### config.mk
export PLATFORM = sky130hd
export DESIGN_NAME = pipelined_rca_adder
export DESIGN_NICKNAME = d
export VERILOG_FILES = /design/src/rtl/adder_pkg.sv /design/src/rtl/rca_chunk.sv /design/src/rtl/pipelined_rca_adder.sv
export SDC_FILE = /design/constraint.sdc
export NUM_CORES = 1
export LEC_CHECK = 0
export BUFFER_PORTS_ARGS = -buffer_cell sky130_fd_sc_hd__buf_2
export CAP_MARGIN = 20
export CORE_MARGIN = 8
export CORE_UTILIZATION = 58
export DETAILED_ROUTE_END_ITERATION = 10
export HOLD_SLACK_MARGIN = 0.06
export PLACE_DENSITY = 0.83
export SLEW_MARGIN = 20
export SYNTH_ARGS = -nofsm -noshare
export SYNTH_HDL_FRONTEND = slang
export SYNTH_HIERARCHICAL = 1
export SYNTH_SLANG_ARGS = --single-unit
### constraint.sdc
create_clock -name clk -period 5.9 [get_ports clk]
set_input_delay 0.295 -clock clk [delete_from_list [all_inputs] [get_ports clk]]
set_output_delay 0.295 -clock clk [all_outputs]
set_load 0.03 [all_outputs]
### src/rtl/adder_pkg.sv
// Shared constants, stage control record and chunk-width helper for the pipelined ripple-carry adder.
package adder_pkg;

    localparam int DEFAULT_WIDTH  = 32;
    localparam int DEFAULT_STAGES = 4;

    // Per-stage control record; the data fields are sized per stage inside the top.
    typedef struct packed {
        logic valid;
        logic carry;
    } stage_ctrl_t;

    function automatic int chunk_w(input int width, input int stages);
        return (stages > 0) ? (width / stages) : width;
    endfunction

endpackage

### src/rtl/rca_chunk.sv
// Combinational W-bit ripple-carry adder built from one-bit full-adder cells.
module rca_chunk
    import adder_pkg::*;
#(
    parameter int W = 8
) (
    input  logic [W-1:0] a,
    input  logic [W-1:0] b,
    input  logic         ci,
    output logic [W-1:0] s,
    output logic         co
);

    logic [W:0] c;

    assign c[0] = ci;

    for (genvar i = 0; i < W; i++) begin : g_fa
        assign s[i]   = a[i] ^ b[i] ^ c[i];
        assign c[i+1] = (a[i] & b[i]) | (c[i] & (a[i] ^ b[i]));
    end

    assign co = c[W];

endmodule

### src/rtl/pipelined_rca_adder.sv
// Pipelined ripple-carry adder: one CHUNK-bit ripple add per stage, carry registered between stages.
// Optional signed-overflow output enabled by defining ADDER_OVF_FLAG_EN.
module pipelined_rca_adder
    import adder_pkg::*;
#(
    parameter int WIDTH  = DEFAULT_WIDTH,
    parameter int STAGES = DEFAULT_STAGES
) (
    input  logic             clk,
    input  logic             rst,
    input  logic             in_valid,
    output logic             in_ready,
    input  logic [WIDTH-1:0] a,
    input  logic [WIDTH-1:0] b,
    input  logic             cin,
    output logic             out_valid,
    input  logic             out_ready,
    output logic [WIDTH-1:0] sum,
    output logic             cout
`ifdef ADDER_OVF_FLAG_EN
    ,
    output logic             ovf
`endif
);

    localparam int CHUNK = chunk_w(WIDTH, STAGES);

    if (WIDTH < 1 || STAGES < 1 || STAGES > WIDTH || (WIDTH % STAGES) != 0) begin : g_param_check
        $error("pipelined_rca_adder: WIDTH must be a positive multiple of STAGES, 1 <= STAGES <= WIDTH");
    end

    // Global stall: every stage shifts together only when the output slot is free or being drained.
    logic advance;

    assign advance  = !out_valid || out_ready;
    assign in_ready = advance;

    for (genvar k = 0; k < STAGES; k++) begin : g_stage
        localparam int INW = WIDTH - k * CHUNK;   // operand bits not yet consumed on entry
        localparam int REM = INW - CHUNK;         // operand bits forwarded to later stages

        logic [INW-1:0]         in_a;
        logic [INW-1:0]         in_b;
        logic                   ci;
        logic                   vin;
        logic [CHUNK-1:0]       op_a;
        logic [CHUNK-1:0]       op_b;
        logic [CHUNK-1:0]       s;
        logic                   co;
        logic [(k+1)*CHUNK-1:0] sum_d;
        logic [(k+1)*CHUNK-1:0] sum_q;
        stage_ctrl_t            ctrl_q;

        if (k == 0) begin : g_src
            assign in_a  = a;
            assign in_b  = b;
            assign ci    = cin;
            assign vin   = in_valid;
            assign sum_d = s;
        end else begin : g_src
            assign in_a  = g_stage[k-1].g_fwd.a_q;
            assign in_b  = g_stage[k-1].g_fwd.b_q;
            assign ci    = g_stage[k-1].ctrl_q.carry;
            assign vin   = g_stage[k-1].ctrl_q.valid;
            assign sum_d = {s, g_stage[k-1].sum_q};
        end

        assign op_a = in_a[CHUNK-1:0];
        assign op_b = in_b[CHUNK-1:0];

        rca_chunk #(.W(CHUNK)) u_rca (
            .a  (op_a),
            .b  (op_b),
            .ci (ci),
            .s  (s),
            .co (co)
        );

        // NOTE: datapath registers are reset too, so sum/cout read 0 straight after reset.
        always_ff @(posedge clk or posedge rst) begin
            if (rst) begin
                ctrl_q <= '0;
                sum_q  <= '0;
            end else if (advance) begin
                ctrl_q <= '{valid: vin, carry: co};
                sum_q  <= sum_d;
            end
        end

        if (REM > 0) begin : g_fwd
            logic [REM-1:0] a_q;
            logic [REM-1:0] b_q;

            always_ff @(posedge clk or posedge rst) begin
                if (rst) begin
                    a_q <= '0;
                    b_q <= '0;
                end else if (advance) begin
                    a_q <= in_a[INW-1:CHUNK];
                    b_q <= in_b[INW-1:CHUNK];
                end
            end
        end
    end

    assign out_valid = g_stage[STAGES-1].ctrl_q.valid;
    assign cout      = g_stage[STAGES-1].ctrl_q.carry;
    assign sum       = g_stage[STAGES-1].sum_q;

`ifdef ADDER_OVF_FLAG_EN
    // The sign bits of both operands arrive with the last chunk, so ovf is formed there.
    logic sign_a;
    logic sign_b;
    logic sign_s;
    logic ovf_d;

    assign sign_a = g_stage[STAGES-1].op_a[CHUNK-1];
    assign sign_b = g_stage[STAGES-1].op_b[CHUNK-1];
    assign sign_s = g_stage[STAGES-1].s[CHUNK-1];
    assign ovf_d  = (sign_a == sign_b) && (sign_s != sign_a);

    always_ff @(posedge clk or posedge rst) begin
        if (rst) begin
            ovf <= 1'b0;
        end else if (advance) begin
            ovf <= ovf_d;
        end
    end
`endif

endmodule

=== Yosys cells after proc, flatten, opt, wreduce, memory -nomap -nowiden ===
Index checks and enable logic that the tools add are counted.

* Flip-flop bits (word level): 184
* Output and inout bits: 35

* Bitwise operators: 160
* Reductions and logical operators: 2

{| class="wikitable"
|+ Operators by type and width
! kind !! count
|-
| 1-bit bitwise AND || 64
|-
| 1-bit XOR || 64
|-
| 1-bit bitwise OR || 32
|-
| 1-bit logical NOT || 1
|-
| 1-bit logical OR || 1
|}

=== Logic depth before layout (Yosys ltp) ===
* Word-level depth: 17
* Mapped depth: 13
* Mapped depth without buffers: 13

=== By module ===
The synthesis kept the hierarchy.

{| class="wikitable"
|+ By module, submodules not included
! module !! area each (um2) !! instances !! cells each !! seq. area each (um2)
|-
| pipelined_rca_adder || 7,462.2 || 1 || 391 || 4,604.4
|-
| rca_chunk || 197.7 || 4 || 18 || 0.0
|}

=== Least setup slack after synthesis ===
Ideal clock, no wire load.

* Kind: register to register
* From: register g_stage[0].g_fwd.a_q[0]
* To: register g_stage[1].sum_q[15]
* Stages on the path, launching flop included: 14
* Arrival: 3.534 ns
* Path buffers: 0
* Path slack: 2.303 ns
* Path through: dfrtp_1 -> fa_1 -> inv_1 -> fa_1 -> inv_1 -> fa_1 -> fa_1 -> fa_1 -> fa_1 -> fa_1 -> inv_1 -> fa_1 -> inv_1 -> mux2_4

* Cells in the longest elaborated chain, start to end: 16

{| class="wikitable"
|+ Ends and longest elaborated chain
! item !! RTL line !! text
|-
| from (decl) || pipelined_rca_adder.sv:91 || <nowiki>logic [REM-1:0] a_q;</nowiki>
|-
| from (signal assigned) || pipelined_rca_adder.sv:99 || <nowiki>a_q <= in_a[INW-1:CHUNK];</nowiki>
|-
| 1-bit XOR || rca_chunk.sv:20 || <nowiki>assign c[i+1] = (a[i] & b[i]) | (c[i] & (a[i] ^ b[i]));</nowiki>
|-
| 1-bit bitwise AND || rca_chunk.sv:20 ||
|-
| 1-bit bitwise OR * || rca_chunk.sv:20 ||
|-
| 1-bit bitwise AND * || rca_chunk.sv:20 ||
|-
| 1-bit bitwise OR * || rca_chunk.sv:20 ||
|-
| 1-bit bitwise AND * || rca_chunk.sv:20 ||
|-
| 1-bit bitwise OR * || rca_chunk.sv:20 ||
|-
| 1-bit bitwise AND * || rca_chunk.sv:20 ||
|-
| 1-bit bitwise OR * || rca_chunk.sv:20 ||
|-
| 1-bit bitwise AND * || rca_chunk.sv:20 ||
|-
| 1-bit bitwise OR * || rca_chunk.sv:20 ||
|-
| 1-bit bitwise AND * || rca_chunk.sv:20 ||
|-
| 1-bit bitwise OR * || rca_chunk.sv:20 ||
|-
| 1-bit bitwise AND * || rca_chunk.sv:20 ||
|-
| 1-bit bitwise OR * || rca_chunk.sv:20 ||
|-
| 1-bit XOR * || rca_chunk.sv:19 || <nowiki>assign s[i] = a[i] ^ b[i] ^ c[i];</nowiki>
|-
| named net g_stage[1].s[7] || pipelined_rca_adder.sv:48 || <nowiki>logic [CHUNK-1:0] s;</nowiki>
|-
| to (signal assigned) || pipelined_rca_adder.sv:86 || <nowiki>sum_q <= sum_d;</nowiki>
|-
| to (decl) || pipelined_rca_adder.sv:51 || <nowiki>logic [(k+1)*CHUNK-1:0] sum_q;</nowiki>
|}

Mark *: on every way through the listed nets, which the timed path passes. The rest lies on a longest branch.
A chain may end at the register's enable or synchronous reset.

=== Final worst setup path ===
Ends and elaborated chain as after synthesis.

==> reports/results.txt <==
Net Sw Frac: 31.85%
Setup crit end: g_stage[1].sum_q[15]
Overflow after GRT: 0
fill count: 931
failing checks: hold timing
worst hold slack: -0.007833 ns
Slew Limit Fails: 0
Clock Skews: 0.006422 ns
GRT Overall Usage: 16.03%
Sw Pwr: 0.001727 W
Clock transition at path regs: 0.06 ns
antenna viol nets, final: 0
CTS Sinks: 184
worst-margin pin slew: 1.007 ns
crit-path most repeated cell: fa_1
met3 GRT Util: 4.043%
CTS Buffer Depth: 2
maximum fanout along the worst path: 2
Setup Fix Bufs, Post-CTS: 0
final net count: 668
initial antenna violation count: 0
Final Hold Viols: 3
syn nets: 564
first-pass detailed-route iteration total: 4
leading cell type in the layout, fill and taps excluded: dfrtp_1
PortBufs: 103
P&R area growth vs syn: 13.93%
final setup violation count: 0
Die W: 135.3 µm
via count: 3851
post-synthesis cell area: 8253 µm²
Max Cap Violations: 0
Post-Synthesis Cells: 463
Leakage: 4.738 nW
Synth Warn #: 6
CTS Root Cell: clkbuf_16
Initial DRC Count: 233
wire length per cell: 18.04 µm
Pwr per Cell Area: 576.5 nW/µm²
vias per cell: 5.067
Final min period: 3.806 ns
r2r setup slk: 2.09 ns
Post-Layout Cell Count: 760
RSZ-0062 raised after global routing: no
# resized after CTS: 0
ant diodes: 0
outcome: finished with violations
initial core utilization: 59.46%
crit path capture type: register
max incr delay on CP: 0.43 ns
# hold bufs at CTS: 0
setup TNS: 0 ns
met2 Track Usage GR: 24.98%
first-pass GRT wire length: 23.20 mm
I/O pin count: 104
Peak VDD IR: 0.0002943 V
Seq pwr share: 40.4%
CTS tree: yes
synthesized area per cell: 17.82 µm²
core area: 13880 µm²
drt drc: 0
crit path cell chain: fa_1 > inv_1 > fa_1 > inv_1 > fa_1 > fa_1 > fa_1 > fa_1 > fa_1 > inv_1 > fa_1 > inv_1 > mux2_4
CP Class: reg -> reg
share of cells above drive strength 1: 55.34%
Final Cycle Share: 64.51%
CTS Buf Count: 17
worst reg2reg path depth: 13
fmax: 0.2627 GHz
Int Pwr: 0.003694 W
H-tree depth: 4
Crit-path slowest cell: fa_1
Die ar.: 18300 µm²
Routed Wire Length: 13.71 mm
DP Cell Count: 728
Relative slew margins: 32.85%
post-synthesis sequential area ratio: 55.79%
Synth cell types: 9
Setup crit start: g_stage[0].g_fwd.a_q[0]
GP Congestion: 0.7437
Min-Delay Path Class: in -> async
critical path required time: 6.26 ns
combinational power share: 39.2%
Critical Path Source Type: register
worst slack at placement: 2.081 ns
r2r startpoint: g_stage[0].g_fwd.a_q[0]
largest net degree at the start of global routing: 116
clock share of power: 20.4%
cell row count: 43
Final Total Pwr: 0.005421 W
terminus of the critical flop-to-flop path: g_stage[1].sum_q[15]
GR peak layer: met2
vias in the first global route: 4498
Skew-Pair Late Insertion Delay: 0.42 ns
GR Util met1: 21.33%
WP data arrival: 4.17 ns
post-route setup slack: 2.094 ns
post-DP HPWL: 9.175 mm
Yosys reg bits: 184
most frequent cells in the layout: 184 x dfrtp_1, 148 x mux2_4, 103 x buf_2, 40 x inv_1, 35 x mux2_2
DIE HEIGHT: 135.3 µm
## how the worst min path moves through the flow
stage              startpoint                        to  slack [ns]  cells after the start
2_1_floorplan  g_stage[3].vin                 out_valid        0.43                      1
3_3_place_gp   g_stage[3].vin                 out_valid        0.46                      1
3_5_place_dp   g_stage[3].vin                 out_valid        0.47                      1
4_1_cts                 a[20]  g_stage[0].g_fwd.a_q[12]        0.08                      2
5_1_grt                   rst                    sum[0]        0.07                      2
6_report                  rst                    sum[0]      -0.008                      2
## critical path: cells and delay by family (launching register included)
family                     cells  cell delay [ns]
DFF                            1             0.40
buffers and inverters          4             0.27
adders and majority gates      8             2.94
muxes                          1             0.12
## synthesized netlist by cell type
| cell | count | area, µm² |
|---|---|---|
| nand2b_1 | 1 | 6.260 |
| dfrtp_1 | 184 | 4604 |
| nand2b_4 | 1 | 13.76 |
| inv_1 | 41 | 153.9 |
| fa_1 | 32 | 640.6 |
| buf_6 | 18 | 202.7 |
| mux2_2 | 35 | 394.1 |
| buf_2 | 3 | 15.01 |
| mux2_4 | 148 | 2222 |
## routing by layer
| metal | wire (µm) | vias up |
|---|---|---|
| met5 | 0 | - |
| met4 | 195 | 0 |
| met3 | 617 | 15 |
| met2 | 6625 | 77 |
| met1 | 6272 | 2008 |
| li1 | - | 1751 |
## flip-flops by register name (all words and copies together), names as in the netlist
signal             cells
g_stage.vin            3
out_valid              1
sum                   32
g_stage.g_fwd.a_q     48
g_stage.g_fwd.b_q     48
g_stage.sum_q         48
g_stage.ci             3
cout                   1
## power by group through the flow
| stage | registers, W | logic [W] | clock network [W] |
|---|---|---|---|
| final | 0.00219 | 0.00213 | 0.00111 |
| after global routing | 0.00226 | 0.00232 | 0.00119 |
| after CTS | 0.00220 | 0.00216 | 0.00113 |
| after detailed placement | 0.00221 | 0.00213 | 0 |
| after global placement | 0.00216 | 0.00204 | 0 |
| after floorplan | 0.00233 | 0.00154 | 0 |
## cell type report
| type | count | area [µm²] | area share (%) |
|---|---|---|---|
| clock buffers | 21 | 460.4 | 4.897 |
| clock inverters | 11 | 123.9 | 1.317 |
| inverters | 41 | 161.4 | 1.717 |
| multi-input cells | 217 | 3277 | 34.85 |
| flip-flops and latches | 184 | 4604 | 48.97 |
| well taps | 180 | 225.2 | 2.395 |
| repair buffers | 106 | 550.5 | 5.855 |
## metrics by stage
| step | utilization (%) | hold WS (ns) | cell area [µm²] |
|---|---|---|---|
| after floorplan | - | 0.4349 | 8253 |
| after CTS | 67.72 | 0.08232 | 9400 |
| after detailed placement | 63.51 | 0.4700 | 8816 |
| after global routing | 67.74 | 0.06860 | 9403 |
| after global placement | 63.51 | 0.4629 | 8816 |
| final | 67.74 | -0.007833 | 9403 |
## cell families after synthesis
| kind of cell | after synthesis | synth area share (%) |
|---|---|---|
| DFF | 184 | 55.79 |
| muxes | 183 | 31.70 |
| buffers and inverters | 62 | 4.503 |
| adders and majority gates | 32 | 7.762 |
| and+or+nand+nor | 2 | 0.2426 |
No activity file was read; power rests on OpenSTA's default activity.
